### config.mk
export PLATFORM = sky130hd
export DESIGN_NAME = adc_serial_capture
export DESIGN_NICKNAME = d
export VERILOG_FILES = /design/src/rtl/adc_serial_capture.sv
export SDC_FILE = /design/constraint.sdc
export NUM_CORES = 1
export LEC_CHECK = 0
export CELL_PAD_IN_SITES_DETAIL_PLACEMENT = 1
export CELL_PAD_IN_SITES_GLOBAL_PLACEMENT = 2
export CORE_MARGIN = 4
export CORE_UTILIZATION = 38
export DETAILED_ROUTE_END_ITERATION = 6
export GPL_ROUTABILITY_DRIVEN = 0
export PLACE_DENSITY_LB_ADDON = 0.1
export SETUP_SLACK_MARGIN = 0.2
export SYNTH_ARGS = -nofsm -noshare
export SYNTH_HDL_FRONTEND = slang
export SYNTH_SLANG_ARGS = --single-unit
### constraint.sdc
create_clock -name clk -period 4.2 [get_ports clk]
set_input_delay 0.84 -clock clk [delete_from_list [all_inputs] [get_ports clk]]
set_output_delay 0.84 -clock clk [all_outputs]
set_load 0.1 [all_outputs]
### src/rtl/adc_serial_capture.sv
// ADC0831-style serial capture: drives CS_n, deserialises MSB-first data on adcclock
// rising edges (used only as a clock enable), and hands words on through a one-entry buffer.
`timescale 1ns/1ps
module adc_serial_capture #(
  parameter int DATA_WIDTH = 8,
  parameter int LEAD_CLKS  = 2,
  parameter int GAP_CLKS   = 4
) (
  input  logic                  clk,
  input  logic                  rst,
  input  logic                  adcclock,
  input  logic                  enable,
  input  logic                  adc_dout,
  output logic                  adc_cs_n,
  output logic [DATA_WIDTH-1:0] sample,
  output logic                  sample_valid,
  input  logic                  sample_ready,
  output logic                  overrun,
  input  logic                  clear_overrun,
  output logic                  busy
);

  localparam int MAX_LD  = (LEAD_CLKS > DATA_WIDTH) ? LEAD_CLKS : DATA_WIDTH;
  localparam int MAX_CNT = (MAX_LD > GAP_CLKS) ? MAX_LD : GAP_CLKS;
  localparam int CNT_W   = $clog2(MAX_CNT + 1);

  localparam logic [CNT_W-1:0] LEAD_LAST = CNT_W'(LEAD_CLKS - 1);
  localparam logic [CNT_W-1:0] DATA_LAST = CNT_W'(DATA_WIDTH - 1);
  localparam logic [CNT_W-1:0] GAP_LAST  = CNT_W'(GAP_CLKS - 1);

  typedef enum logic [2:0] {IDLE, ARM, LEAD, SHIFT, GAP} state_t;

  state_t                  state_reg, state_next;
  logic [CNT_W-1:0]        cnt_reg, cnt_next;
  logic [DATA_WIDTH-1:0]   shift_reg, shift_next;
  logic                    cs_n_reg, cs_n_next;
  logic                    adc_q_reg;
  logic [1:0]              dout_sync_reg;
  logic [DATA_WIDTH-1:0]   sample_reg;
  logic                    valid_reg;
  logic                    overrun_reg;

  logic rise, fall, word_done, load;

  assign rise = adcclock & ~adc_q_reg;
  assign fall = ~adcclock & adc_q_reg;

  // State register plus the datapath registers that follow it
  always_ff @(posedge clk or negedge rst) begin
    if (!rst) begin
      state_reg     <= IDLE;
      cnt_reg       <= '0;
      shift_reg     <= '0;
      cs_n_reg      <= 1'b1;
      adc_q_reg     <= 1'b0;
      dout_sync_reg <= 2'b00;
    end else begin
      state_reg     <= state_next;
      cnt_reg       <= cnt_next;
      shift_reg     <= shift_next;
      cs_n_reg      <= cs_n_next;
      adc_q_reg     <= adcclock;
      dout_sync_reg <= {dout_sync_reg[0], adc_dout};
    end
  end

  // Next-state logic; enable is only looked at in IDLE and when GAP ends
  always_comb begin
    state_next = state_reg;
    case (state_reg)
      IDLE:    if (enable) state_next = ARM;
      ARM:     if (fall) state_next = LEAD;
      LEAD:    if (rise && cnt_reg == LEAD_LAST) state_next = SHIFT;
      SHIFT:   if (rise && cnt_reg == DATA_LAST) state_next = GAP;
      GAP:     if (rise && cnt_reg == GAP_LAST) state_next = enable ? ARM : IDLE;
      default: state_next = IDLE;
    endcase
  end

  // Output and datapath logic
  always_comb begin
    cnt_next   = cnt_reg;
    shift_next = shift_reg;
    word_done  = 1'b0;
    // every state entry restarts the edge counter, so it never wraps
    if (state_next != state_reg)
      cnt_next = '0;
    else if (rise && (state_reg == LEAD || state_reg == SHIFT || state_reg == GAP))
      cnt_next = cnt_reg + 1'b1;
    if (state_reg == SHIFT && rise)
      shift_next = {shift_reg[DATA_WIDTH-2:0], dout_sync_reg[1]};
    if (state_reg == SHIFT && rise && cnt_reg == DATA_LAST)
      word_done = 1'b1;
    cs_n_next = !(state_next == LEAD || state_next == SHIFT);
  end

  // A finished word loads if the slot is free or is being emptied this same cycle
  assign load = word_done && (!valid_reg || sample_ready);

  always_ff @(posedge clk or negedge rst) begin
    if (!rst) begin
      sample_reg  <= '0;
      valid_reg   <= 1'b0;
      overrun_reg <= 1'b0;
    end else begin
      if (load) begin
        sample_reg <= shift_next;
        valid_reg  <= 1'b1;
      end else if (valid_reg && sample_ready) begin
        valid_reg  <= 1'b0;
      end
      if (word_done && !load)
        overrun_reg <= 1'b1;
      else if (clear_overrun)
        overrun_reg <= 1'b0;
    end
  end

  assign adc_cs_n     = cs_n_reg;
  assign sample       = sample_reg;
  assign sample_valid = valid_reg;
  assign overrun      = overrun_reg;
  assign busy         = (state_reg != IDLE);

endmodule

==> impl_metrics.yaml <==
global_route:
  grt_pass1_wl_um: 4320
  gr-total-overflow: 0
  gr-usage-all-layers_pct: 13.4
  grt_pass1_vias: 926
  grt_max_degree: 30
  antenna_found_initial: 0
outcome:
  status: "complete, no violations"
layout:
  stdcell_area_mm2: 0.00161
  antenna_cells: 0
  fin_util_pct: 51.0
  drive_gt1_share_pct: 19.0
  area_growth_pct: 23.9
  nNetsFinal: 134
sta:
  rsz0062_at_grt: "false"
  period_share_pct: 73.0
  holdWs_ns: 0.363
  max_freq_ghz: 0.326
  setup_viol: 0
  report.final.hold_viol_count: 0
  period_minus_slack_ns: 3.07
  tightest_slew_ns: 0.979
  drv_slew: 0
  setup_ws_ns: 1.13
  clock_skew_ns: 0.0142
  setup_tns_ns: 0
  slew_headroom_pct: 34.5
cts:
  path_clk_slew_ns: 0.09
  h-tree-depth: 2
  cts_setup_buffers: 0
  clock_latency_ns: 0.32
  cts_root_buf: "clkbuf_4"
  cts_tree: "built"
  cts_sinks: 29
  postCtsHoldBufs: 0
  cts_resized: 0
  ctsLongestPathBuffers: 2
  numCtsBuffers: 5
synth:
  ys_types: 37
  syn_inst: 102
  synth_area_per_cell_um2: 12.7
  yosysSeqAreaShare_pct: 56.0
  async_reset_ff_share_pct: 100
  yosysTopAreaCell: "dfrtp_1"
  netlist_area_mm2: 0.00130
  synth_seq_cells: 29
  synth.most_common_cell: "dfrtp_1"
  synth_flop_cell: "dfrtp_1"
  synth_edf_count: 0
  syn_nets: 111
  synth_top_area_share_pct: 54.0
  synth_common_cells: "dfrtp_1, mux2_1, mux2_2"
  synth_top_cells_by_area: "dfrtp_1, mux2_1, mux2_2, dfstp_2, ha_1"
  yosysWarnings: 0
detailed_routing:
  via_per_inst: 5.06
  drt_iter0_markers: 13
  num_vias: 861
  drt-wirelength-per-cell_um: 14.9
  drc: 0
  wl_um: 2540
  drtPass1Iterations: 4
  ant_nets: 0
worst_setup_path:
  path_class: "reg2out"
  crit_required_ns: 3.36
  worst_setup_path_end_kind: "primary output"
  crit_path_max_fanout: 12
  cp-start-kind: "flop"
  slowest_delay_ns: 0.98
  crit_slowest_cell: "clkdlybuf4s50_1"
  cp_top_family: "buffers and inverters"
  path_buf_inv: 1
  crit_arrival_ns: 2.23
  path_cells: "or3_1, clkdlybuf4s50_1"
die:
  placementRows: 20
  core_mm2: 0.00315
  io_pins: 19
  fp.dieArea_mm2: 0.00441
  start_util_pct: 41.2
  die_w_um: 66.4
  dieHeight_um: 66.4
pwr:
  p_leak_nw: 0.728
  powerDensity_mw_per_mm2: 590
  ir_drop_mv: 0.231
place:
  place_area_mm2: 0.00152
  dp_hpwl_um: 1800
  portBuffers: 18
  post-place-ws_ns: 1.03
worst_hold_path:
  hold_path.class: "reg2reg"
run:
  drv_cap: 0
-- worst paths after layout --
path                       depth (start not counted)        startpoint  slack, ns                to
min                                                0  dout_sync_reg[0]       0.36  dout_sync_reg[1]
max                                                2      state_reg[0]       1.13              busy
max reg2reg                                        6        cnt_reg[0]       1.91         sample[0]
min reg2reg                                        0  dout_sync_reg[0]       0.36  dout_sync_reg[1]
min in group asynchronous                          2               rst       0.89      state_reg[1]
max in group asynchronous                          2               rst       3.01          adc_cs_n
-- metal layers --
| layer | vias to the layer above | part of all wire [%] | track usage (%) |
|---|---|---|---|
| met5 | - | 0 | 0 |
| met4 | 0 | 1.3 | 6.09 |
| met3 | 5 | 5.9 | 4.76 |
| met2 | 20 | 44 | 19.5 |
| met1 | 428 | 49 | 17.7 |
| li1 | 408 | - | - |
-- power breakdown --
group | switching (mW) | total (mW) | internal [mW]
clock network | 0.0952 | 0.237 | 0.142
logic | 0.192 | 0.298 | 0.106
registers | 0.0655 | 0.414 | 0.348
-- final cells by class --
cell class / instances / area, um2
Multi-Input combinational cell: 67 / 542
Inverter: 3 / 11.3
Sequential cell: 29 / 727
Timing Repair Buffer: 19 / 188
Tap cell: 44 / 55.1
Clock buffer: 7 / 55.1
Fill cell: 351 / 1550
Clock inverter: 1 / 30.0
-- worst reg2reg max path, delay by kind of cell (launching register included) --
kind	cells	cell delay (ns)
and+or+nand+nor	4	1.14
adders and majority gates	1	0.21
muxes	1	0.41
DFF	1	0.43
-- cell usage in the layout, fill, tap and decap left out, types with 2 or more instances in the layout --
cell type and count:
nor3_2 2, nand3_1 3, clkdlybuf4s50_1 18, nor2_1 6
nor3_1 4, mux2_1 8, clkbuf_4 5, o21ai_0 3
dfrtp_1 28, ha_1 2, nand2b_1 2, nor2b_1 2
inv_1 3, mux2_2 8, xor2_1 2, nand2_1 4
o21ai_1 2
-- metrics by stage --
stage / cells / total power, mW
floorplan: 102 / 0.645
global placement: 162 / 0.711
detailed placement: 162 / 0.721
CTS: 170 / 0.965
global route: 170 / 1.01
finish: 170 / 0.949
-- cells by family (layout without fill, tap and decap cells) --
| logic type | Yosys count | after routing | share of synthesized area (%) |
|---|---|---|---|
| simple gates | 34 | 34 | 17.4 |
| compound gates | 11 | 11 | 5.79 |
| buf+inv | 6 | 30 | 2.22 |
| xor+xnor | 3 | 3 | 2.03 |
| mux | 17 | 17 | 14.7 |
| flops | 29 | 29 | 56.0 |
| fa+ha+maj | 2 | 2 | 1.93 |
Power figures use the tool's default switching activity.
